===== config.mk =====
export PLATFORM = sky130hd
export DESIGN_NAME = led_status_driver
export DESIGN_NICKNAME = d
export VERILOG_FILES = /design/src/rtl/led_status_driver.sv
export SDC_FILE = /design/constraint.sdc
export NUM_CORES = 1
export LEC_CHECK = 0
export CAP_MARGIN = 20
export CORE_MARGIN = 2
export CORE_UTILIZATION = 45
export CTS_CLUSTER_DIAMETER = 50
export DETAILED_ROUTE_END_ITERATION = 8
export GPL_ROUTABILITY_DRIVEN = 0
export GPL_TIMING_DRIVEN = 0
export PLACE_DENSITY = 0.67
export SETUP_SLACK_MARGIN = 0.4
export SLEW_MARGIN = 40
export SYNTH_ARGS = -nofsm -noshare
export SYNTH_HDL_FRONTEND = slang
export SYNTH_SLANG_ARGS = --single-unit

===== constraint.sdc =====
create_clock -name clk -period 2.4 [get_ports clk]
set_input_delay 0.48 -clock clk [delete_from_list [all_inputs] [get_ports clk]]
set_output_delay 0.48 -clock clk [all_outputs]
set_load 0.03 [all_outputs]

===== src/rtl/led_status_driver.sv =====
`timescale 1ns/1ps
// -----------------------------------------------------------------------------
// led_status_driver
//
// Purpose:
//   Takes the CPU's 32-bit csr word and drives the six board LEDs. The word is
//   decoded into per-LED on/blink enables, a global PWM brightness and a blink
//   rate. Changes are captured into a shadow register only at PWM frame
//   boundaries, so the LED waveform never glitches mid-frame.
//
//   csr fields: [5:0] on, [11:6] blink, [15:12] duty d, [17:16] rate r,
//               [31:18] unused.
//
// Configuration:
//   LED_GAMMA_EN  defined   -> duty_eff = GAMMA[d] (perceptual table)
//                 undefined -> duty_eff = d + 1    (linear)
//   Both mappings send d=15 to 16, i.e. always on.
//
// Parameters:
//   PWM_DIV            clk cycles per PWM step (>=1); frame = 16*PWM_DIV cycles
//   BLINK_HALF_CYCLES  blink half-period at rate 0, in clk cycles (>=8)
//
// Ports:
//   clk          in   CPU clock
//   rst_n        in   asynchronous active-low reset
//   csr[31:0]    in   CPU control/status word
//   leds[5:0]    out  registered LED drive, 1 = lit
//   frame_start  out  1-cycle pulse on the cycle the shadow register holds
//                     freshly loaded csr bits
// -----------------------------------------------------------------------------
module led_status_driver #(
  parameter int PWM_DIV           = 64,
  parameter int BLINK_HALF_CYCLES = 50_000_000
) (
  input  logic        clk,
  input  logic        rst_n,
  input  logic [31:0] csr,
  output logic [5:0]  leds,
  output logic        frame_start
);

  localparam int PRE_W   = (PWM_DIV > 1) ? $clog2(PWM_DIV) : 1;
  localparam int BLINK_W = $clog2(BLINK_HALF_CYCLES);

  localparam logic [PRE_W-1:0] PRE_LAST = PRE_W'(PWM_DIV - 1);

  // Terminal blink count per rate; H = BLINK_HALF_CYCLES >> r, last = H-1.
  // H itself may need one more bit than the counter, H-1 never does.
  localparam logic [BLINK_W-1:0] BLINK_LAST0 = BLINK_W'((BLINK_HALF_CYCLES >> 0) - 1);
  localparam logic [BLINK_W-1:0] BLINK_LAST1 = BLINK_W'((BLINK_HALF_CYCLES >> 1) - 1);
  localparam logic [BLINK_W-1:0] BLINK_LAST2 = BLINK_W'((BLINK_HALF_CYCLES >> 2) - 1);
  localparam logic [BLINK_W-1:0] BLINK_LAST3 = BLINK_W'((BLINK_HALF_CYCLES >> 3) - 1);

  // Upper csr bits carry nothing for this block.
  logic csr_unused;
  assign csr_unused = ^csr[31:18];

  // State
  logic [PRE_W-1:0]   pre_q,         pre_d;
  logic [3:0]         pwm_cnt_q,     pwm_cnt_d;
  logic [BLINK_W-1:0] blink_cnt_q,   blink_cnt_d;
  logic               blink_phase_q, blink_phase_d;
  logic [17:0]        shadow_q,      shadow_d;
  logic [5:0]         leds_q,        leds_d;
  logic               frame_start_q, frame_start_d;

  // Decoded shadow fields
  logic [5:0] sh_on;
  logic [5:0] sh_blink;
  logic [3:0] sh_duty;
  logic [1:0] sh_rate;

  assign sh_on    = shadow_q[5:0];
  assign sh_blink = shadow_q[11:6];
  assign sh_duty  = shadow_q[15:12];
  assign sh_rate  = shadow_q[17:16];

`ifdef LED_GAMMA_EN
  function automatic logic [4:0] duty_map(input logic [3:0] d);
    logic [4:0] r;
    case (d)
      4'd0, 4'd1, 4'd2, 4'd3: r = 5'd1;
      4'd4, 4'd5:             r = 5'd2;
      4'd6, 4'd7:             r = 5'd3;
      4'd8:                   r = 5'd4;
      4'd9:                   r = 5'd5;
      4'd10:                  r = 5'd6;
      4'd11:                  r = 5'd7;
      4'd12:                  r = 5'd9;
      4'd13:                  r = 5'd11;
      4'd14:                  r = 5'd13;
      default:                r = 5'd16;
    endcase
    return r;
  endfunction
`else
  function automatic logic [4:0] duty_map(input logic [3:0] d);
    return {1'b0, d} + 5'd1;
  endfunction
`endif

  logic               pre_wrap;
  logic               load;
  logic               rate_change;
  logic [BLINK_W-1:0] blink_last;
  logic               blink_wrap;
  logic [4:0]         duty_eff;
  logic               pwm_on;

  always_comb begin
    pre_wrap    = (pre_q == PRE_LAST);
    // Last prescaler cycle of the last PWM step closes the frame.
    load        = pre_wrap && (pwm_cnt_q == 4'd15);
    rate_change = load && (csr[17:16] != sh_rate);

    case (sh_rate)
      2'd0:    blink_last = BLINK_LAST0;
      2'd1:    blink_last = BLINK_LAST1;
      2'd2:    blink_last = BLINK_LAST2;
      default: blink_last = BLINK_LAST3;
    endcase
    blink_wrap = (blink_cnt_q == blink_last);

    duty_eff = duty_map(sh_duty);
    pwm_on   = ({1'b0, pwm_cnt_q} < duty_eff);
  end

  always_comb begin
    pre_d         = pre_wrap ? '0 : pre_q + 1'b1;
    pwm_cnt_d     = pre_wrap ? pwm_cnt_q + 4'd1 : pwm_cnt_q;
    shadow_d      = load ? csr[17:0] : shadow_q;
    frame_start_d = load;

    // A rate change restarts the half-period from zero; it wins over a wrap
    // on the same cycle, but the wrap still flips the phase.
    if (rate_change) begin
      blink_cnt_d = '0;
    end else if (blink_wrap) begin
      blink_cnt_d = '0;
    end else begin
      blink_cnt_d = blink_cnt_q + 1'b1;
    end
    blink_phase_d = blink_phase_q ^ blink_wrap;

    leds_d = sh_on & {6{pwm_on}} & (~sh_blink | {6{blink_phase_q}});
  end

  always_ff @(posedge clk or negedge rst_n) begin
    if (!rst_n) begin
      pre_q         <= '0;
      pwm_cnt_q     <= '0;
      blink_cnt_q   <= '0;
      blink_phase_q <= 1'b0;
      shadow_q      <= '0;
      leds_q        <= '0;
      frame_start_q <= 1'b0;
    end else begin
      pre_q         <= pre_d;
      pwm_cnt_q     <= pwm_cnt_d;
      blink_cnt_q   <= blink_cnt_d;
      blink_phase_q <= blink_phase_d;
      shadow_q      <= shadow_d;
      leds_q        <= leds_d;
      frame_start_q <= frame_start_d;
    end
  end

  assign leds        = leds_q;
  assign frame_start = frame_start_q;

endmodule

==> flow_summary.toml, run 1 <==
[outcome]
status = "completed"

[routing]
drtAntennaViolNets = 0
vias = 2216
wl_per_cell_um = 15.7
drtIter0Drc = 109
dr.pass1.iters = 4
drc_errors = 0
vias_per_cell = 5.40
wl_mm = 6.43

[yosys]
synth_seq_cells = 62
ys.flop_type = "dfrtp_1"
synth_nets = 317
ys_async_sr_fraction_pct = 100
syn-cell-area_um2 = 3100
yosysSeqAreaShare_pct = 50.0
syn_inst = 276
yosys_warnings = 0
synth.avg_cell_area_um2 = 11.2
synth_edf_count = 0
synth_cell_types = 46

[timing]
tightest_slew_ps = 474
finalSetupTns_ps = 0
post-route-period-util_pct = 81.4
slew_viol_final = 0
hold_violations = 0
max_slew_margin_pct = 68.3
finalSetupViolCount = 0
finalClockSkew_ps = 9.13
grt_setup_unrepaired = "no"
period_needed_ps = 1950
max_freq_ghz = 0.512

[power_and_ir_drop]
worst_ir_drop_vdd_uv = 341
powerDensity_nw_per_um2 = 554
p_leak_nw = 1.70

[floorplan]
die_area_um2 = 7580
rows = 30
ios = 41
core_area_um2 = 6720
die_h_um = 87.0
chipWidth_um = 87.0
start_util_pct = 46.2

[cts]
cts.clk_slew.worst_paths_ps = 80
cts_tree = "yes"
cts_num_sinks = 62
root_buffer = "clkbuf_8"
cts_buffer_depth = 2
ctsHtreeMaxLevel = 3
clk_latency_ps = 340
cts-buffers-inserted = 9

[worst_setup_path]
critPathMaxFanout = 5
critPathMostFrequentCell = "nand4_1"
cp-start-kind = "flop"
critPathBufInv = 1
crit_path_max_incr_delay_ps = 450
cp_top_family = "simple AND/OR/NAND/NOR gates"
arrival_ps = 2220
crit_path_top_delay_cell = "or4_4"
critPathKind = "reg2reg"
crit_chain = "ha_4 > nand4_1 > or4_4 > buf_6 > nor2_4 > nand4_1 > xor2_1 > nor3_2"
crit_path_end_kind = "flop"
cp.required_ps = 2670

[cells_and_area]
layout.cells.most_common = "dfrtp_1"
area_growth_syn_to_layout_pct = 23.6
drive_above_1_share_pct = 23.9
fillCellCount = 568
finalNetCount = 366
mostFrequentLayoutCells = "dfrtp_1 (62), clkdlybuf4s50_1 (25), xnor2_1 (22)"
layout.cells.non_filler = 410
diodes = 0
fin_util_pct = 57.1

[grt]
met3_usage_pct = 6.35
use_met1_pct = 25.2
use_met2_pct = 25.3
gr-total-overflow = 0
grt-busiest-layer = "met2"
antenna_found_initial = 0
grt_first_pass_wirelength_mm = 10.3
grt_max_degree = 40
grt_pass1_vias = 2145
grt_usage_pct = 17.7

[placed_design]
dpl.cell_count = 383
io_buffers = 26
place_hpwl_mm = 4.25

[job]
drv_cap = 0

[hold_path]
hp-class = "in2async"
## worst register-to-register path, delay by kind of cell (launching register included)
family	cells	cell delay, ps
AND/OR/NAND/NOR	5	940
buffers and inverters	1	150
adder cells (fa/ha/maj)	1	180
flip-flops	1	440
XOR/XNOR	1	170
## cells in the mapped netlist, types with 2 or more instances
cell,instances,area (µm²)
dfrtp_1,62,1550
xnor2_1,22,193
nor3_1,20,100
mux2_2,17,191
nand2_1,17,63.8
nor2_1,14,52.6
xor2_1,14,123
nand3_1,12,60.1
o21ai_0,10,50.1
nand2b_1,9,56.3
and3_1,7,43.8
ha_1,7,87.6
inv_1,7,26.3
nor3_2,7,70.1
a21oi_1,5,25.0
nand4_1,5,31.3
buf_2,3,15.0
buf_4,3,22.5
buf_6,3,33.8
nor2b_1,3,18.8
a22oi_1,2,15.0
and4_1,2,17.5
nor3b_1,2,15.0
## flip-flops by register name, summed over array words and instances (netlist names)
register,count
blink_cnt_q,26
blink_phase_q,1
frame_start,1
leds,6
pre_q,6
pwm_cnt_q,4
shadow_q,18
## metal layers
metal  part of all wire [%]  up-vias
met3                    4.9       11
met4                    1.3        0
met1                     48     1096
li1                       -     1067
met2                     46       42
met5                      0        -
## cell type report
| type | count | area, µm² | share of cell area [%] |
|---|---|---|---|
| tap | 80 | 100 | 2.61 |
| timing repair buffer | 38 | 360 | 9.39 |
| multi-input combinational | 198 | 1490 | 38.9 |
| sequential | 62 | 1550 | 40.4 |
| clock inverter | 7 | 97.6 | 2.54 |
| buffer | 9 | 82.6 | 2.15 |
| inverter | 7 | 26.3 | 0.685 |
| clock buffer | 9 | 124 | 3.23 |
## power by group
group | internal, mW | switching (mW)
Sequential | 1.04 | 0
Combinational | 0.0310 | 0.0264
Clock | 0.587 | 0.437
## path summary, 6_finish.rpt
path | slack (ps) | to | startpoint | cells after the start
min in group clk | 490 | pre_q[5] | pre_q[5] | 1
worst min-delay path | 30 | shadow_q[2] | rst_n | 1
worst min register to register | 490 | pre_q[5] | pre_q[5] | 1
worst max register to register | 450 | blink_cnt_q[20] | blink_cnt_q[0] | 8
worst max-delay path | 450 | blink_cnt_q[20] | blink_cnt_q[0] | 8
max in group asynchronous | 1850 | shadow_q[16] | rst_n | 2
## logic make-up after synthesis
family                     count (synthesis)  synth area share (%)
xor gates and xnor gates                  36                  10.2
adders and majority gates                  7                  2.82
and+or+nand+nor                          113                  22.4
AOI/OAI and AO/OA                         24                  5.00
muxes                                     18                  6.49
DFF                                       62                  50.0
buffers and inverters                     16                  3.15
## what timing repair did
action,4_1_cts,5_1_grt
gates resized for setup,7,7
setup buffers,5,6
gates cloned,0,0
hold buffers,0,0
setup endpoints to repair,43,42
pin swaps,2,2
## per-stage QoR
step	setup WS, ps	hold WS, ps	power [mW]	area (µm²)
floorplan	539	184	1.07	3100
global placement	-1240	464	1.12	3460
detailed placement	156	399	1.12	3480
CTS	407	25.0	2.15	3760
global route	366	29.8	2.20	3840
finish	447	28.5	2.13	3840
(Power assumes the default switching activity.)
==> run 2, diff against run 1 <==
==> constraint.sdc (replaced) <==
create_clock -name clk -period 1.9 [get_ports clk]
set_input_delay 0.38 -clock clk [delete_from_list [all_inputs] [get_ports clk]]
set_output_delay 0.38 -clock clk [all_outputs]
set_load 0.03 [all_outputs]
==> run 2 against run 1 <==
Against the previous run:
- total power up 41%
- combinational power up 38%
- routed wire length up 25%
- clock power increased by 57%
- global-route usage rose by 4.4 points
- critical endpoint unchanged
==> flow_summary.toml, run 2 (synthesized netlist as in run 1, its figures left out) <==
[outcome]
status = "completed"

[floorplan]
rows = 30
core_area_um2 = 6720
start_util_pct = 46.2
die_area_um2 = 7580
chipWidth_um = 87.0
ios = 41
die_h_um = 87.0

[cts]
cts_num_sinks = 62
clk_latency_ps = 350
root_buffer = "clkbuf_8"
ctsHtreeMaxLevel = 3
cts.clk_slew.worst_paths_ps = 70
cts_buffer_depth = 2
cts-buffers-inserted = 9
cts_tree = "yes"

[timing]
post-route-period-util_pct = 98.4
grt_setup_unrepaired = "yes"
slew_viol_final = 0
finalSetupTns_ps = 0
max_freq_ghz = 0.535
fin_ws_ps = 30.1
hold_violations = 0
finalSetupViolCount = 0
finalClockSkew_ps = 8.00
timing.hold.ws_ps = 504
max_slew_margin_pct = 69.8
tightest_slew_ps = 453
period_needed_ps = 1870

[routing]
drtAntennaViolNets = 0
wl_mm = 8.05
wl_per_cell_um = 18.1
dr.pass1.iters = 4
drc_errors = 0
vias = 2431
vias_per_cell = 5.48
drtIter0Drc = 144

[power_and_ir_drop]
p_leak_nw = 2.11
power_mw = 2.99
worst_ir_drop_vdd_uv = 439
powerDensity_nw_per_um2 = 645

[grt]
grt_pass1_vias = 2497
grt_usage_pct = 22.2
grt_max_degree = 36
antenna_found_initial = 0
gr-total-overflow = 0
grt_first_pass_wirelength_mm = 12.8

[cells_and_area]
area_growth_syn_to_layout_pct = 49.5
diodes = 0
layout.cells.most_common = "dfrtp_1"
drive_above_1_share_pct = 42.9
reg.largest.list = "blink_cnt_q: 26 flops, shadow_q: 18 flops"
layout.cells.non_filler = 444
largest_reg_flops = 26
regMostFlops = "blink_cnt_q"
mostFrequentLayoutCells = "dfrtp_1 (57), buf_4 (27), xnor2_1 (20), nor3_2 (20), clkdlybuf4s50_1 (18)"
finalNetCount = 400

[placed_design]
io_buffers = 26
place_hpwl_mm = 4.48
dpl.cell_count = 383
preCtsSetupSlack_ps = -95.6

[job]
drv_cap = 0

[worst_setup_path]
cp.required_ps = 2140
cp-start-kind = "flop"
crit_path_end_kind = "flop"
critPathKind = "reg2reg"
critPathMaxFanout = 5
arrival_ps = 2110

[hold_path]
hp-class = "reg2reg"
[run 2: cell count changes in the layout (fill, tap and decap cells not counted), sizes merged]
| cell | delta |
|---|---|
| bufinv | +2 |
| clkbuf | +3 |
| buf | +32 |
| clkinv | -2 |
| clkdlybuf4s50 | -7 |
| dlygate4sd2 | +7 |
| dlygate4sd3 | +1 |
| clkinvlp | -2 |
[run 2: metal layers]
metal  vias to the layer above  global-route usage [%]  routed length (µm)
met5                         -                       0                   0
met4                         0                    9.66                 126
met3                        12                    3.32                 284
met2                        54                    33.8                3970
met1                      1227                    31.4                3670
li1                       1138                       -                   -
[run 2: repair_timing]
| item | CTS | global route |
|---|---|---|
| pin swaps | 25 | 26 |
| gates cloned | 3 | 1 |
| hold buffers | 1 | 0 |
| setup buffers | 36 | 4 |
| resized for setup | 53 | 24 |
| endpoints found under the hold margin | 24 | 0 |
| endpoints found under the setup margin | 58 | 52 |
[run 2: path summary, 6_finish.rpt]
check	from	to	slack [ps]	depth (start not counted)
setup / recovery	blink_cnt_q[5]	blink_cnt_q[20]	30	8
hold / removal	shadow_q[3]	shadow_q[3]	500	1
setup reg to reg	blink_cnt_q[5]	blink_cnt_q[20]	30	8
hold reg to reg	shadow_q[3]	shadow_q[3]	500	1
max in group asynchronous	rst_n	blink_cnt_q[6]	850	3
min in group asynchronous	rst_n	blink_cnt_q[12]	520	2
[run 2: report_power, final]
part	switching, mW	total, mW	internal, mW
clock	0.550	1.60	1.05
combinational	0.0366	0.0793	0.0428
sequential	0	1.32	1.32
[run 2: area by class of cell]
type,instances,area (µm²)
clock inverter,5,129
fill,448,2080
inverter,7,26.3
sequential,62,1560
multi-input combinational,198,1820
tap,80,100
buffer,9,134
clock buffer,11,141
timing repair buffer,72,732
[run 2: through the flow]
step | cell area, µm² | util, %
2_1_floorplan | 3300 | -
3_3_place_gp | 3660 | 54.5
3_5_place_dp | 3680 | 54.7
4_1_cts | 4450 | 66.2
5_1_grt | 4640 | 69.1
6_report | 4640 | 69.1
[run 2: critical path: stages (launching register included)]
cell,delay [ps]
dfrtp_2,420
buf_6,120
nand4_4,110
or4_4,510
buf_8,160
nor2_4,100
nand4_1,100
xor2_1,190
nor3_2,50
